===== src/rtl/inst_axi_bridge_pkg.sv =====
// Shared AXI and sram-like encodings for the instruction fetch bridge.
package inst_axi_bridge_pkg;
  localparam logic [1:0] BURST_INCR     = 2'b01;
  localparam logic [1:0] RESP_OKAY      = 2'b00;
  localparam logic [1:0] SRAM_SIZE_WORD = 2'b10;
  localparam logic [7:0] ARLEN_SINGLE   = 8'd0;
endpackage


===== src/rtl/inst_axi_bridge.sv =====
// Fetch-side sram-like read requests turned into single-beat, in-order AXI3 reads.
module inst_axi_bridge
  import inst_axi_bridge_pkg::*;
#(
  parameter logic [3:0] AXI_ID  = 4'd0,
  parameter int         MAX_OUT = 2
) (
  input  logic        aclk,
  input  logic        aresetn,
  input  logic        inst_sram_req,
  input  logic        inst_sram_wr,
  input  logic [1:0]  inst_sram_size,
  input  logic [31:0] inst_sram_addr,
  input  logic [3:0]  inst_sram_wstrb,
  input  logic [31:0] inst_sram_wdata,
  output logic        inst_sram_addr_ok,
  output logic        inst_sram_data_ok,
  output logic [31:0] inst_sram_rdata,
  output logic [3:0]  arid,
  output logic [31:0] araddr,
  output logic [7:0]  arlen,
  output logic [2:0]  arsize,
  output logic [1:0]  arburst,
  output logic [1:0]  arlock,
  output logic [3:0]  arcache,
  output logic [2:0]  arprot,
  output logic        arvalid,
  input  logic        arready,
  input  logic [3:0]  rid,
  input  logic [31:0] rdata,
  input  logic [1:0]  rresp,
  input  logic        rlast,
  input  logic        rvalid,
  output logic        rready,
  output logic        bus_err
);

  localparam logic [1:0] MAX_CNT = 2'(MAX_OUT);

  logic       accept;
  logic       r_fire;
  logic [1:0] out_cnt;
  logic       unused_inputs;

  // Write data, ids and rlast carry no information for in-order single-beat reads.
  assign unused_inputs = ^{inst_sram_wstrb, inst_sram_wdata, rid, rlast, 1'b0};

  // Accept is masked during reset so a held request is never acknowledged.
  assign accept = aresetn & inst_sram_req & ~inst_sram_wr & ~arvalid & (out_cnt < MAX_CNT);
  assign r_fire = rvalid & rready;

  assign inst_sram_addr_ok = accept;
  assign inst_sram_data_ok = r_fire;
  assign inst_sram_rdata   = rdata;
  assign rready            = (out_cnt != 2'd0);

  assign arid    = AXI_ID;
  assign arlen   = ARLEN_SINGLE;
  assign arburst = BURST_INCR;
  assign arlock  = 2'b00;
  assign arcache = 4'b0000;
  assign arprot  = 3'b000;

  always_ff @(posedge aclk) begin
    if (!aresetn) begin
      arvalid <= 1'b0;
      araddr  <= 32'd0;
      arsize  <= 3'd0;
      out_cnt <= 2'd0;
      bus_err <= 1'b0;
    end else begin
      // A new accept can only happen with arvalid low, so it never overlaps a pending AR.
      if (accept) begin
        arvalid <= 1'b1;
        araddr  <= inst_sram_addr;
        arsize  <= {1'b0, inst_sram_size};
      end else if (arready) begin
        arvalid <= 1'b0;
      end

      if (accept && !r_fire) begin
        out_cnt <= out_cnt + 2'd1;
      end else if (!accept && r_fire) begin
        out_cnt <= out_cnt - 2'd1;
      end

      if (r_fire && (rresp != RESP_OKAY)) begin
        bus_err <= 1'b1;
      end
    end
  end

endmodule


===== config.mk =====
export PLATFORM = sky130hd
export DESIGN_NAME = inst_axi_bridge
export DESIGN_NICKNAME = d
export VERILOG_FILES = /design/src/rtl/inst_axi_bridge_pkg.sv /design/src/rtl/inst_axi_bridge.sv
export SDC_FILE = /design/constraint.sdc
export NUM_CORES = 1
export LEC_CHECK = 0
export CAP_MARGIN = 20
export CORE_MARGIN = 4
export CORE_UTILIZATION = 31
export DETAILED_ROUTE_END_ITERATION = 8
export PLACE_DENSITY = 0.83
export SLEW_MARGIN = 20
export SYNTH_ARGS = -nofsm -noshare
export SYNTH_HDL_FRONTEND = slang
export SYNTH_SLANG_ARGS = --single-unit

===== constraint.sdc =====
create_clock -name aclk -period 5.1 [get_ports aclk]
set_clock_uncertainty 0.2 [all_clocks]
set_input_delay 0.765 -clock aclk [delete_from_list [all_inputs] [get_ports aclk]]
set_output_delay 0.765 -clock aclk [all_outputs]
set_load 0.05 [all_outputs]

==> key figures <==
Drt
  • Via count: 1391
  • Routed len/inst: 11.5 µm
  • Residual DRC: 0
  • Via/cell ratio: 4.03
  • Number of antenna-violating nets in the routed design: 0
  • DR iter-0 viols: 23
  • Wl on met1: 1510 µm
  • Routed wl met3: 471 µm
  • Highest Signal Layer: met4
  • Met2 WL: 1950 µm
  • Pre-antenna DRT Iters: 3
  • DRT Wirelength: 3980 µm

Floorplan
  • # IOs: 210
  • Die area: 0.00776 mm²
  • Core box area: 0.00606 mm²
  • Initial core utilization: 32.8%
  • Die Y: 88.1 µm
  • FP Rows: 28
  • Chip Width: 88.1 µm

CTS
  • Post-CTS setup buffer count: 0
  • PostCTS Resize Cnt: 0
  • Skew-Pair Late Insertion Delay: 280 ps
  • Root buf cell: clkbuf_8
  • Inserted Clock Buffers: 5
  • H-Tree Depth: 2
  • CTS Sinks: 38
  • CTS tree: built
  • CTS Buffer Depth: 2
  • CTS clk-pin slew, worst paths: 70 ps
  • CTS Hold Bufs: 0

Timing
  • Fin crit share: 63.3%
  • RSZ-0062 raised after global routing: false
  • Final hold vios: 0
  • Slew @ Worst Pin: 520 ps
  • Setup violations, final: 0
  • Max Slew Vio Count: 0
  • Min Tclk post-route: 3230 ps
  • Fmax achieved: 0.310 GHz
  • Slew Limit Headroom: 65.3%
  • Setup TNS: 0 ps

Job
  • Max Cap Viol: 0

Placed design
  • Final Wtd Congestion: 0.651
  • Dpl hpwl: 3070 µm
  • Port bufs: 80

Yosys
  • Warnings from Yosys: 0
  • Main combinational cell family by area after synthesis: buffers and inverters
  • Xor and xnor fraction of the mapped netlist area: 0.881%
  • Post-Syn Instances: 223
  • Top area cells in the synthesized netlist: dfxtp_1 (38%), buf_4 (21%), mux2i_1 (17%)
  • Compound-Gate Fraction of Synth Area: 1.70%
  • Unique masters post-synth: 22
  • Post-synthesis instance area: 0.00199 mm²
  • Synth top area share: 38.3%
  • Register bit total from synthesis: 38
  • Multiplexer area fraction after synthesis: 17.1%
  • Post-synth top area cell: dfxtp_1
  • Simple-gate share of the synthesized area: 8.62%
  • Post-synthesis adder-cell area fraction: 0.629%
  • Seq/Total Area, Yosys: 38.3%
  • Syn avg cell area: 8.92 µm²

Worst setup path
  • WP buf/inv: 3
  • Crit end category: primary output
  • Cells on worst reg2reg path: 5
  • Startpoint Class: input pin
  • Crit path kind: in2out
  • Crit path cell chain: clkdlybuf4s50_1 -> o21ai_0 -> inv_1 -> clkdlybuf4s50_1
  • Crit-path max FO: 3
  • CP Data Arrival Time: 2260 ps
  • Slowest cell on crit path: clkdlybuf4s50_1
  • Top delay family on crit path: buffers and inverters
  • Crit-path max cell delay: 800 ps
  • Stages on worst setup path: 4
  • WP data required: 4140 ps
  • Most used cell, CP: clkdlybuf4s50_1

Final layout
  • Fin nets: 387
  • Register Area: 761 µm²
  • Footprint of the multi-input gates: 674 µm²
  • Layout cell share with drive strength beyond 1: 5.19%
  • Ant diodes: 0
  • Layout Area Growth over Synthesis: 29.8%
  • FILL cells: 577

Pwr
  • Maximum vdd drop: 192 µV
  • Psw: 350 µW
  • Combinational share of power: 39.3%
  • Int Power: 566 µW
  • Lkg Pwr: 0.00112 µW
  • Sequential Power Share: 38.7%
  • Power density over the cells: 355 mW/mm²
  • Switching Fraction: 38.2%
  • Clock power frac: 22.0%
  • Tot Pwr: 916 µW

GRT
  • Vias in the first global route: 1366
  • All-Layer GR Usage: 10.2%
  • First-pass GRT wire length: 6180 µm
  • Largest net degree at the start of global routing: 39
  • Initial antenna violation count: 0
  • Gr ovfl total: 0

Worst hold path
  • Worst hold stages: 2
  • Hold crit path type: reg2reg

Status
  • Outcome: finished, final reports clean
[worst min-delay path, stage by stage, from the launching register on]
cell and delay, ps:
dfxtp_1 310, nand2_1 50, mux2i_1 50
[per-layer routing]
metal  track usage, %  vias up
li1                 -      683
met1             11.1      625
met2             17.2       74
met3             5.17        9
met4             3.57        0
met5                0        -
[flip-flops by register name, summed over array words and instances (netlist names)]
name and cells:
araddr 32, arsize 2, out_cnt 2, arvalid 1, bus_err 1
[through the flow]
step           cells  cell area [µm²]  worst slack (ps)  hold slack, ps  utilization [%]
6_report         345             2580              1870             256             42.6
5_1_grt          345             2580              1790             280             42.6
4_1_cts          345             2580              1850             261             42.6
3_5_place_dp     339             2500              1850             250             41.2
3_3_place_gp     339             2500              1850             241             41.2
2_1_floorplan    245             2070              2590             285                -
[power groups by stage]
stage                     Clock [µW]  Combinational [µW]  Sequential (µW)
after global routing             228                 380              359
final                            202                 360              355
after floorplan                    0                 233              459
after detailed placement           0                 364              362
after CTS                        217                 364              355
after global placement             0                 360              360
[synth_stat cells, drive strengths merged]
cell type,n
buf,62
ha,1
nor2,2
conb,2
or3,1
o21a,1
xor2,1
a21boi,1
and2,1
inv,36
nor4,1
clkbuf,2
o21ai,2
dfxtp,38
xnor2,1
or2,1
mux2i,34
a31o,1
nand2,35
[cell families (layout without fill, tap and decap cells)]
logic type | Yosys count | count (layout)
adders and majority gates | 1 | 1
AOI/OAI and AO/OA | 5 | 5
other | 2 | 24
muxes | 34 | 34
xor gates and xnor gates | 2 | 2
and+or+nand+nor | 41 | 41
buffers and inverters | 100 | 125
DFF | 38 | 38
[placed cells by master, fill, tap and decap left out, types with 2 or more instances in the layout]
cell type / n
clkbuf_8: 6
clkdlybuf4s50_1: 79
dfxtp_1: 38
mux2i_1: 34
o21ai_0: 2
nand2_1: 35
buf_4: 3
inv_1: 36
nor2_1: 2
conb_1: 24
[worst paths after layout]
check	start	endpoint	slack, ps
worst min register to register	araddr[27]	araddr[27]	260
worst max register to register	out_cnt[1]	out_cnt[1]	2860
worst max-delay path	rvalid	inst_sram_data_ok	1870
worst min-delay path	araddr[27]	araddr[27]	260
[cell type report]
type / instances / share of cell area (%)
Timing Repair Buffer: 83 / 32.3
Multi-Input combinational cell: 107 / 26.1
Clock buffer: 6 / 3.20
Sequential cell: 38 / 29.5
Inverter: 36 / 5.24
Tap cell: 75 / 3.64
No activity file was read; power rests on OpenSTA's default activity.
